## src/rtl/chunked_wide_adder.sv

```systemverilog
// chunked_wide_adder: multi-cycle wide adder built around a CHUNK-bit
// carry-lookahead adder. Operands are captured once, then one slice per
// cycle is added, with the slice carry registered between cycles.
// Optional feature macro: CHUNKED_ADDER_OVERFLOW_EN adds a registered
// signed-overflow output (ovf).

module carry_lookahead_adder #(
  parameter int N = 16
) (
  input  logic [N-1:0] a,
  input  logic [N-1:0] b,
  input  logic         cin,
  output logic [N-1:0] sum,
  output logic         cout
);

  logic [N-1:0] g_s;
  logic [N-1:0] p_s;
  logic [N:0]   c_s;

  // Each carry is a flat sum-of-products of generate/propagate terms
  always_comb begin
    logic carry_v;
    logic prod_v;
    carry_v = 1'b0;
    prod_v  = 1'b1;
    g_s     = a & b;
    p_s     = a ^ b;
    c_s     = '0;
    c_s[0]  = cin;
    for (int i = 0; i < N; i++) begin
      carry_v = 1'b0;
      prod_v  = 1'b1;
      for (int j = i; j >= 0; j--) begin
        carry_v = carry_v | (prod_v & g_s[j]);
        prod_v  = prod_v & p_s[j];
      end
      c_s[i+1] = carry_v | (prod_v & cin);
    end
    sum  = p_s ^ c_s[N-1:0];
    cout = c_s[N];
  end

endmodule

module chunked_wide_adder #(
  parameter int WIDTH = 64,
  parameter int CHUNK = 16
) (
  input  logic             clk,
  input  logic             rst_n,
  input  logic             in_valid,
  output logic             in_ready,
  input  logic [WIDTH-1:0] a,
  input  logic [WIDTH-1:0] b,
  input  logic             cin,
  output logic             out_valid,
  input  logic             out_ready,
  output logic [WIDTH-1:0] sum,
  output logic             cout,
`ifdef CHUNKED_ADDER_OVERFLOW_EN
  output logic             ovf,
`endif
  output logic             busy
);

  localparam int NUM_CHUNKS = WIDTH / CHUNK;
  localparam int IDX_W      = (NUM_CHUNKS > 1) ? $clog2(NUM_CHUNKS) : 1;
  localparam logic [IDX_W-1:0] LAST_IDX = IDX_W'(NUM_CHUNKS - 1);

  localparam logic [1:0] ST_IDLE = 2'd0;
  localparam logic [1:0] ST_ADD  = 2'd1;
  localparam logic [1:0] ST_DONE = 2'd2;

  if ((WIDTH % CHUNK) != 0) begin : g_width_check
    $error("chunked_wide_adder: WIDTH must be an integer multiple of CHUNK");
  end

  logic [1:0]       state_r;
  logic [IDX_W-1:0] idx_r;
  logic [WIDTH-1:0] a_r;
  logic [WIDTH-1:0] b_r;
  logic             carry_r;
  logic [WIDTH-1:0] sum_r;
  logic             cout_r;
  logic             in_ready_r;
  logic             out_valid_r;
  logic             busy_r;
`ifdef CHUNKED_ADDER_OVERFLOW_EN
  logic             ovf_r;
`endif

  logic [CHUNK-1:0] cla_a_s;
  logic [CHUNK-1:0] cla_b_s;
  logic [CHUNK-1:0] cla_sum_s;
  logic             cla_cout_s;

  // Select the operand slice addressed by the chunk index
  always_comb begin
    cla_a_s = a_r[idx_r*CHUNK +: CHUNK];
    cla_b_s = b_r[idx_r*CHUNK +: CHUNK];
  end

  carry_lookahead_adder #(.N(CHUNK)) u_cla (
    .a    (cla_a_s),
    .b    (cla_b_s),
    .cin  (carry_r),
    .sum  (cla_sum_s),
    .cout (cla_cout_s)
  );

  // Control FSM, operand capture and per-slice result accumulation
  always_ff @(posedge clk) begin
    if (!rst_n) begin
      state_r     <= ST_IDLE;
      idx_r       <= '0;
      a_r         <= '0;
      b_r         <= '0;
      carry_r     <= 1'b0;
      sum_r       <= '0;
      cout_r      <= 1'b0;
      in_ready_r  <= 1'b1;
      out_valid_r <= 1'b0;
      busy_r      <= 1'b0;
`ifdef CHUNKED_ADDER_OVERFLOW_EN
      ovf_r       <= 1'b0;
`endif
    end else begin
      case (state_r)
        ST_IDLE: begin
          if (in_valid && in_ready_r) begin
            a_r        <= a;
            b_r        <= b;
            carry_r    <= cin;
            idx_r      <= '0;
            state_r    <= ST_ADD;
            in_ready_r <= 1'b0;
            busy_r     <= 1'b1;
          end else begin
            state_r <= ST_IDLE;
          end
        end
        ST_ADD: begin
          sum_r[idx_r*CHUNK +: CHUNK] <= cla_sum_s;
          carry_r                     <= cla_cout_s;
          if (idx_r == LAST_IDX) begin
            // The MSB slice closes the transaction and publishes the carry
            cout_r      <= cla_cout_s;
            idx_r       <= '0;
            state_r     <= ST_DONE;
            out_valid_r <= 1'b1;
`ifdef CHUNKED_ADDER_OVERFLOW_EN
            ovf_r       <= cla_cout_s ^ (a_r[WIDTH-1] ^ b_r[WIDTH-1] ^ cla_sum_s[CHUNK-1]);
`endif
          end else begin
            idx_r <= idx_r + IDX_W'(1);
          end
        end
        ST_DONE: begin
          if (out_ready) begin
            state_r     <= ST_IDLE;
            out_valid_r <= 1'b0;
            busy_r      <= 1'b0;
            in_ready_r  <= 1'b1;
          end else begin
            state_r <= ST_DONE;
          end
        end
        default: begin
          state_r     <= ST_IDLE;
          idx_r       <= '0;
          out_valid_r <= 1'b0;
          busy_r      <= 1'b0;
          in_ready_r  <= 1'b1;
        end
      endcase
    end
  end

  assign in_ready  = in_ready_r;
  assign out_valid = out_valid_r;
  assign busy      = busy_r;
  assign sum       = sum_r;
  assign cout      = cout_r;
`ifdef CHUNKED_ADDER_OVERFLOW_EN
  assign ovf       = ovf_r;
`endif

endmodule

```

## config.mk

```make
export PLATFORM = sky130hd
export DESIGN_NAME = chunked_wide_adder
export DESIGN_NICKNAME = d
export VERILOG_FILES = /design/src/rtl/chunked_wide_adder.sv
export SDC_FILE = /design/constraint.sdc
export NUM_CORES = 1
export LEC_CHECK = 0
export ABC_AREA = 1
export CORE_UTILIZATION = 25
export DETAILED_ROUTE_END_ITERATION = 7
export PLACE_DENSITY_LB_ADDON = 0.1
export SLEW_MARGIN = 30
export SYNTH_ARGS = -nofsm -noshare
export SYNTH_HDL_FRONTEND = slang
export SYNTH_SLANG_ARGS = --single-unit
```

## constraint.sdc

```tcl
create_clock -name clk -period 4.2 [get_ports clk]
set_input_delay 0.63 -clock clk [delete_from_list [all_inputs] [get_ports clk]]
set_output_delay 0.63 -clock clk [all_outputs]
set_load 0.005 [all_outputs]
```

==> metrics.cfg, run 1 <==
[detailed_routing]
first_pass_iters = 4
routed_wire_length_per_instance_um = 17.4
totalWireLength_um = 33200
drt_iter0_markers = 591
via_count = 8926
number_of_nets_with_antenna_violations_after_routing = 0
vias_per_cell = 4.67
route.detailed.drc = 0

[clocking]
clk_path_buf_depth = 3
clkSinkCount = 201
cts_buffers = 24
post_cts.repair.setup_buffers = 0
cts_htree_levels = 1
clkLatencyLatePin_ns = 0.53
cts_tree = built
cts.clk_slew.worst_paths_ns = 0.06
cts_hold_repair.buffers = 0
total_of_cells_resized_after_clock_tree_synthesis = 0
cts-root-buf = clkbuf_16

[finish]
multiInputGateArea_um2 = 4490
utilization_pct = 34.4
count_of_inserted_antenna_diode_cells = 0
synthToLayoutAreaGrowth_pct = 35.1
drive_above_1_share_pct = 6.27
layout.filler_cells = 3867
sequential_cell_area_um2 = 4030
finish.net_count = 1592

[worst_setup_path]
reg2reg_setup_slack_ns = 0.92
worst_r2r_startpoint = idx_r[1]
setup.worst_path.class = reg2reg
endpoint_kind = flop
worstReg2RegEnd = sum[25]
r2r.worst_path.cells = 16
worst_setup_path_start_kind = flop
worst_ep_arrival_time_ns = 3.73
worst-path-max-fanout = 16
worstPathRequired_ns = 4.65

[floorplan]
initial_core_utilization_pct = 25.4
fp-row-count = 69
pin_count = 201
die_x_um = 192
die_h_um = 192
fp.dieArea_um2 = 37000
core_um2 = 35600

[yosys]
synthMostInstantiatedCell = nor2_1
yosys_warnings = 0
netlist-cell-type-count = 38
syn_nets = 1436
synth_top_area_share_pct = 44.5
syn-mean-instance-area_um2 = 7.07
synth_simple_gate_area_share_pct = 27.2
synth-seq-cells = 201
synth_top_cells_by_count = nor2_1 (339), dfxtp_1 (201), o21ai_0 (193)
dominantRegCellSynth = dfxtp_1
mappedNetlistArea_um2 = 9050
yosys.area.top_type = dfxtp_1
largest_family_of_logic_cells_by_synthesized_area = simple AND/OR/NAND/NOR gates
async_reset_ff_share_pct = 0
post_synth_inst_count = 1279
post_synth_fa_ha_maj_area_fraction_pct = 3.40
share_of_the_yosys_chip_area_belonging_to_registers_pct = 44.5
synth_edf_count = 0
post_synth_main_area_contributors = dfxtp_1 (44%), nor2_1 (14%), o21ai_0 (11%), nand2_1 (7.0%), a21oi_1 (4.3%)
synth-compound-area-share_pct = 18.2
synthMuxAreaShare_pct = 0
synth_xor_area_share_pct = 0.747

[sta]
post-route-min-period_ns = 3.28
rsz0062_at_grt = false
post_route_clock_skew_ns = 0.0191
worst_slack_ns = 0.919
max_slew.worst_pin.slew_ns = 0.934
finalMaxSlewViolations = 0
hold_violations = 0
relSlewSlack_pct = 37.3
final_min_period_over_clock_period_pct = 78.1
setup_total_negative_slack_ns = 0
finalSetupViolCount = 0
maxClockFrequency_mhz = 305

[pwr]
leakage_dissipation_nw = 4.91
power_density_nw_per_um2 = 471
max-vdd-ir-drop_uv = 260
total_power_mw = 5.76

[run]
cap_violations = 0

[placed_design]
dp_hpwl_um = 24100
routabilityCongestion = 0.847
port_buffers = 200
dpl_worst_slack_ns = 0.888

[worst_hold_path]
hold_class = reg2reg
worstHoldPathCells = 2
hold_path.startpoint = out_valid
min_delay_worst_endpoint = out_valid

[global_routing]
first_pass_grt_wire_length_um = 50900
grt-ovfl-total = 0
antenna_found_initial = 0
grt_max_degree = 131
grt_total_usage_pct = 17.9
grt_pass1_vias = 8772

[status]
status = finished, final reports clean

==> registers in the layout, summed over array words and instances (netlist names), 2 cells and up <==
| name | cells |
|---|---|
| state_r | 2 |
| sum | 64 |
| b_r | 64 |
| a_r | 64 |
| idx_r | 2 |
==> cell usage in the layout, fill, tap and decap left out, drive strengths merged <==
master / Yosys / final
nand4: 21 / 21
a32oi: 3 / 3
nor3: 7 / 7
clkinv: 2 / 12
clkdlybuf4s50: 0 / 199
a21oi: 80 / 80
a22oi: 3 / 3
buf: 14 / 17
nand3: 43 / 43
o22ai: 30 / 30
dfxtp: 201 / 201
clkinvlp: 0 / 1
clkbuf: 72 / 31
bufinv: 0 / 1
ha: 23 / 23
fa: 1 / 1
nor3b: 1 / 1
a21boi: 1 / 1
and2: 1 / 1
or2: 1 / 1
o21a: 2 / 2
o21ai: 193 / 193
nand2: 177 / 177
xor2: 6 / 6
a31oi: 1 / 1
inv: 49 / 49
o21bai: 1 / 1
nor2: 345 / 345
nor4: 1 / 1
==> routing by layer <==
layer  global-route usage, %  wire [um]  up-vias
li1                        -          -     4537
met1                    23.3      15100     4150
met2                    31.7      16300      205
met3                    2.20       1290       34
met4                    3.51        553        0
met5                       0          0        -
==> report_power, final <==
part	leakage, nW	internal [mW]	switching (mW)
logic	2.87	0.518	0.956
registers	1.65	2.11	0.136
clock network	0.391	1.20	0.846
==> worst max path at each step <==
stage / startpoint / endpoint / slack (ns) / cells after the start
6_report: idx_r[1] / sum[25] / 0.92 / 16
5_1_grt: idx_r[1] / sum[57] / 0.62 / 16
4_1_cts: idx_r[1] / sum[57] / 0.86 / 16
3_5_place_dp: idx_r[1] / sum[57] / 0.89 / 16
3_3_place_gp: idx_r[1] / sum[57] / 0.88 / 16
2_1_floorplan: idx_r[0] / sum[26] / 1.44 / 19
==> kinds of logic after synthesis <==
kind of cell | after synthesis
AND/OR/NAND/NOR | 597
AO/OA/AOI/OAI | 314
flip-flops | 201
buffers and inverters | 137
adder cells (fa/ha/maj) | 24
XOR/XNOR | 6
==> worst max-delay path: stages (launching register included) <==
cell and delay, ns:
dfxtp_1 0.31, inv_1 0.53, buf_4 0.27, o21ai_0 0.09
o22ai_1 0.27, ha_1 0.39, nand2_2 0.18, inv_1 0.06
a21oi_1 0.20, nand3_1 0.10, nor2_1 0.12, nand2_1 0.07
nand2_1 0.10, nand3_1 0.13, nor2_1 0.20, nand2_1 0.07
a21oi_1 0.11
==> area by class of cell <==
class	count	area share, %
Timing Repair Buffer	216	17.6
Tap cell	461	4.72
Inverter	51	1.60
Clock inverter	12	0.839
Multi-Input combinational cell	941	36.8
Sequential cell	201	32.9
Clock buffer	31	5.54
==> through the flow <==
stage          instances  area, um^2  hold slack [ns]
3_5_place_dp        1870       11400            0.439
5_1_grt             1913       12200            0.465
4_1_cts             1913       12200            0.449
6_report            1913       12200            0.444
3_3_place_gp        1870       11400            0.433
2_1_floorplan       1279        9050            0.438
Power figures use the tool's default switching activity.
==> inputs of run 2 (changes only) <==
==> constraint.sdc (replaced) <==
create_clock -name clk -period 3 [get_ports clk]
set_input_delay 0.45 -clock clk [delete_from_list [all_inputs] [get_ports clk]]
set_output_delay 0.45 -clock clk [all_outputs]
set_load 0.005 [all_outputs]
==> metrics.cfg, run 2 (synthesis gave the netlist of run 1 again) <==
[clocking]
cts_buffers = 25  ; +4.2%
clkLatencyLatePin_ns = 0.52  ; about the same
cts_hold_repair.buffers = 0  ; unchanged
cts_htree_levels = 1  ; unchanged
cts-root-buf = clkbuf_16
cts_tree = built
clk_path_buf_depth = 3  ; unchanged
clkSinkCount = 201  ; unchanged
cts.clk_slew.worst_paths_ns = 0.06  ; about the same

[floorplan]
pin_count = 201  ; unchanged
fp.dieArea_um2 = 37000  ; unchanged
die_x_um = 192  ; unchanged
initial_core_utilization_pct = 25.4  ; unchanged
core_um2 = 35600  ; unchanged
die_h_um = 192  ; unchanged
fp-row-count = 69  ; unchanged

[global_routing]
antenna_found_initial = 0  ; unchanged
grt_max_degree = 125  ; -4.6%
grt-ovfl-total = 0  ; unchanged
first_pass_grt_wire_length_um = 50900  ; +0.15%
grt_total_usage_pct = 18.0  ; +0.018 points
grt_pass1_vias = 8816  ; +0.50%

[sta]
setup_total_negative_slack_ns = 0  ; unchanged
relSlewSlack_pct = 57.5  ; +20 points
rsz0062_at_grt = false
finalMaxSlewViolations = 0  ; unchanged
finalSetupViolCount = 0  ; unchanged
final_min_period_over_clock_period_pct = 92.2  ; +14 points
max_slew.worst_pin.slew_ns = 0.636  ; -0.299 ns
timing.hold.ws_ns = 0.360  ; -0.0838 ns
hold_violations = 0  ; unchanged
post_route_clock_skew_ns = 0.0146  ; -0.00454 ns
worst_slack_ns = 0.235  ; -0.684 ns
maxClockFrequency_mhz = 362  ; +19%
post-route-min-period_ns = 2.77  ; -0.516 ns

[worst_setup_path]
r2r.worst_path.cells = 17  ; +1
worst_r2r_startpoint = idx_r[0]
endpoint_kind = flop
worst-path-max-fanout = 46  ; +30
worstReg2RegEnd = sum[23]
worst_setup_path_start_kind = flop
worstPathRequired_ns = 3.45  ; -1.20 ns
setup.worst_path.class = reg2reg
worst_ep_arrival_time_ns = 3.21  ; -0.52 ns
startpoint = idx_r[0]
reg2reg_setup_slack_ns = 0.23  ; -0.68 ns

[worst_hold_path]
worstHoldPathCells = 2  ; unchanged
min_delay_worst_endpoint = in_ready
hold_path.startpoint = rst_n
hold_class = in2reg

[finish]
count_of_inserted_antenna_diode_cells = 0  ; unchanged
finalNonFillerCells = 1929  ; +0.84%
utilization_pct = 35.1  ; +0.70 points
synthToLayoutAreaGrowth_pct = 37.9
drive_above_1_share_pct = 7.90  ; +1.6 points
layout_common_cells = nor2_1 (336), dfxtp_1 (200), clkdlybuf4s50_1 (199)
most_common_library_cell_in_the_layout_ignoring_fill_and_taps = nor2_1
layout.filler_cells = 3921  ; +1.4%
finish.net_count = 1606  ; +0.88%

[placed_design]
place.detailed.instances = 1880  ; +0.53%
dpl_worst_slack_ns = 0.0953  ; -0.793 ns
port_buffers = 200  ; unchanged
routabilityCongestion = 0.878  ; +3.7%
dp_hpwl_um = 24300  ; +1.1%

[status]
status = finished, final reports clean

[detailed_routing]
via_count = 9025  ; +1.1%
number_of_nets_with_antenna_violations_after_routing = 0  ; unchanged
totalWireLength_um = 33600  ; +1.1%
drt_iter0_markers = 590  ; -0.17%
vias_per_cell = 4.68  ; +0.27%
routed_wire_length_per_instance_um = 17.4  ; +0.25%
first_pass_iters = 5  ; +1
route.detailed.drc = 0  ; unchanged

[pwr]
switchingPower_mw = 2.76  ; +43%
power_density_nw_per_um2 = 668  ; +42%
seq_power_share_pct = 37.8  ; -1.1 points
max-vdd-ir-drop_uv = 427  ; +64%
clock_power_share_pct = 35.7  ; +0.2 points
internal_power_mw = 5.56  ; +45%
leakage_dissipation_nw = 5.01  ; +2.1%
share_comb_of_total_power_pct = 26.5  ; +0.9 points
netSwitchingFraction_pct = 33.2  ; -0.45 points

[run]
cap_violations = 0  ; unchanged

run 2: changes by cell type in the layout (fill, tap and decap cells not counted), moves of 3 or more:
cell	delta
ha_2	+3
o22ai_1	-3
ha_1	-4
o22ai_2	+3
clkinv_2	-3
buf_4	+10
run 2: how the worst max path moves through the flow:
stage	to	slack, ns	depth (start not counted)
2_1_floorplan	sum[26]	0.24	19
3_3_place_gp	sum[25]	0.05	15
3_5_place_dp	sum[57]	0.1	15
4_1_cts	sum[57]	0.06	15
5_1_grt	sum[23]	0.01	15
6_report	sum[23]	0.23	17
run 2: power by group through the flow:
stage | sequential, mW | clock (mW) | combinational, mW
after floorplan | 3.10 | 0 | 1.32
after global placement | 3.21 | 0 | 2.14
after detailed placement | 3.20 | 0 | 2.14
after CTS | 3.15 | 3.06 | 2.15
after global routing | 3.17 | 3.16 | 2.47
final | 3.15 | 2.98 | 2.21
run 2: layer usage:
metal	up-vias	share of wire (%)	track usage (%)	wire (um)
li1	4569	-	-	-
met1	4232	46	23.7	15400
met2	191	49	30.9	16300
met3	33	3.5	2.27	1190
met4	0	2.0	4.21	684
met5	-	0	0	0
run 2: worst max-delay path, stage by stage, from the launching register on:
cell and delay, ns:
dfxtp_2 0.35, inv_2 0.09, buf_12 0.21, nor2_1 0.07, o22ai_1 0.28, ha_1 0.33
nand2_2 0.08, clkinv_1 0.11, nand2_1 0.08, and2_4 0.14, nand2_4 0.07, nand2_1 0.11
nand2_2 0.07, xor2_2 0.19, nand2_1 0.13, nor2_2 0.16, nand2_1 0.07, a21oi_1 0.11
run 2: cell type report:
| type | count | area (um^2) | share of cell area (%) |
|---|---|---|---|
| clock buffer | 36 | 737 | 5.91 |
| clock inverter | 10 | 85.1 | 0.682 |
| inverter | 51 | 194 | 1.55 |
| multi-input combinational | 941 | 4560 | 36.6 |
| sequential | 201 | 4030 | 32.3 |
| tap | 461 | 577 | 4.62 |
| timing repair buffer | 229 | 2300 | 18.4 |
run 2: timing repair:
item                                    4_1_cts  5_1_grt
buffers inserted                              0        2
endpoints found under the setup margin        0       13
resized for setup                             0       15
run 2: through the flow:
step / power, mW / area, um^2
floorplan: 4.42 / 9050
global placement: 5.35 / 11500
detailed placement: 5.34 / 11500
CTS: 8.36 / 12400
global route: 8.80 / 12500
finish: 8.33 / 12500
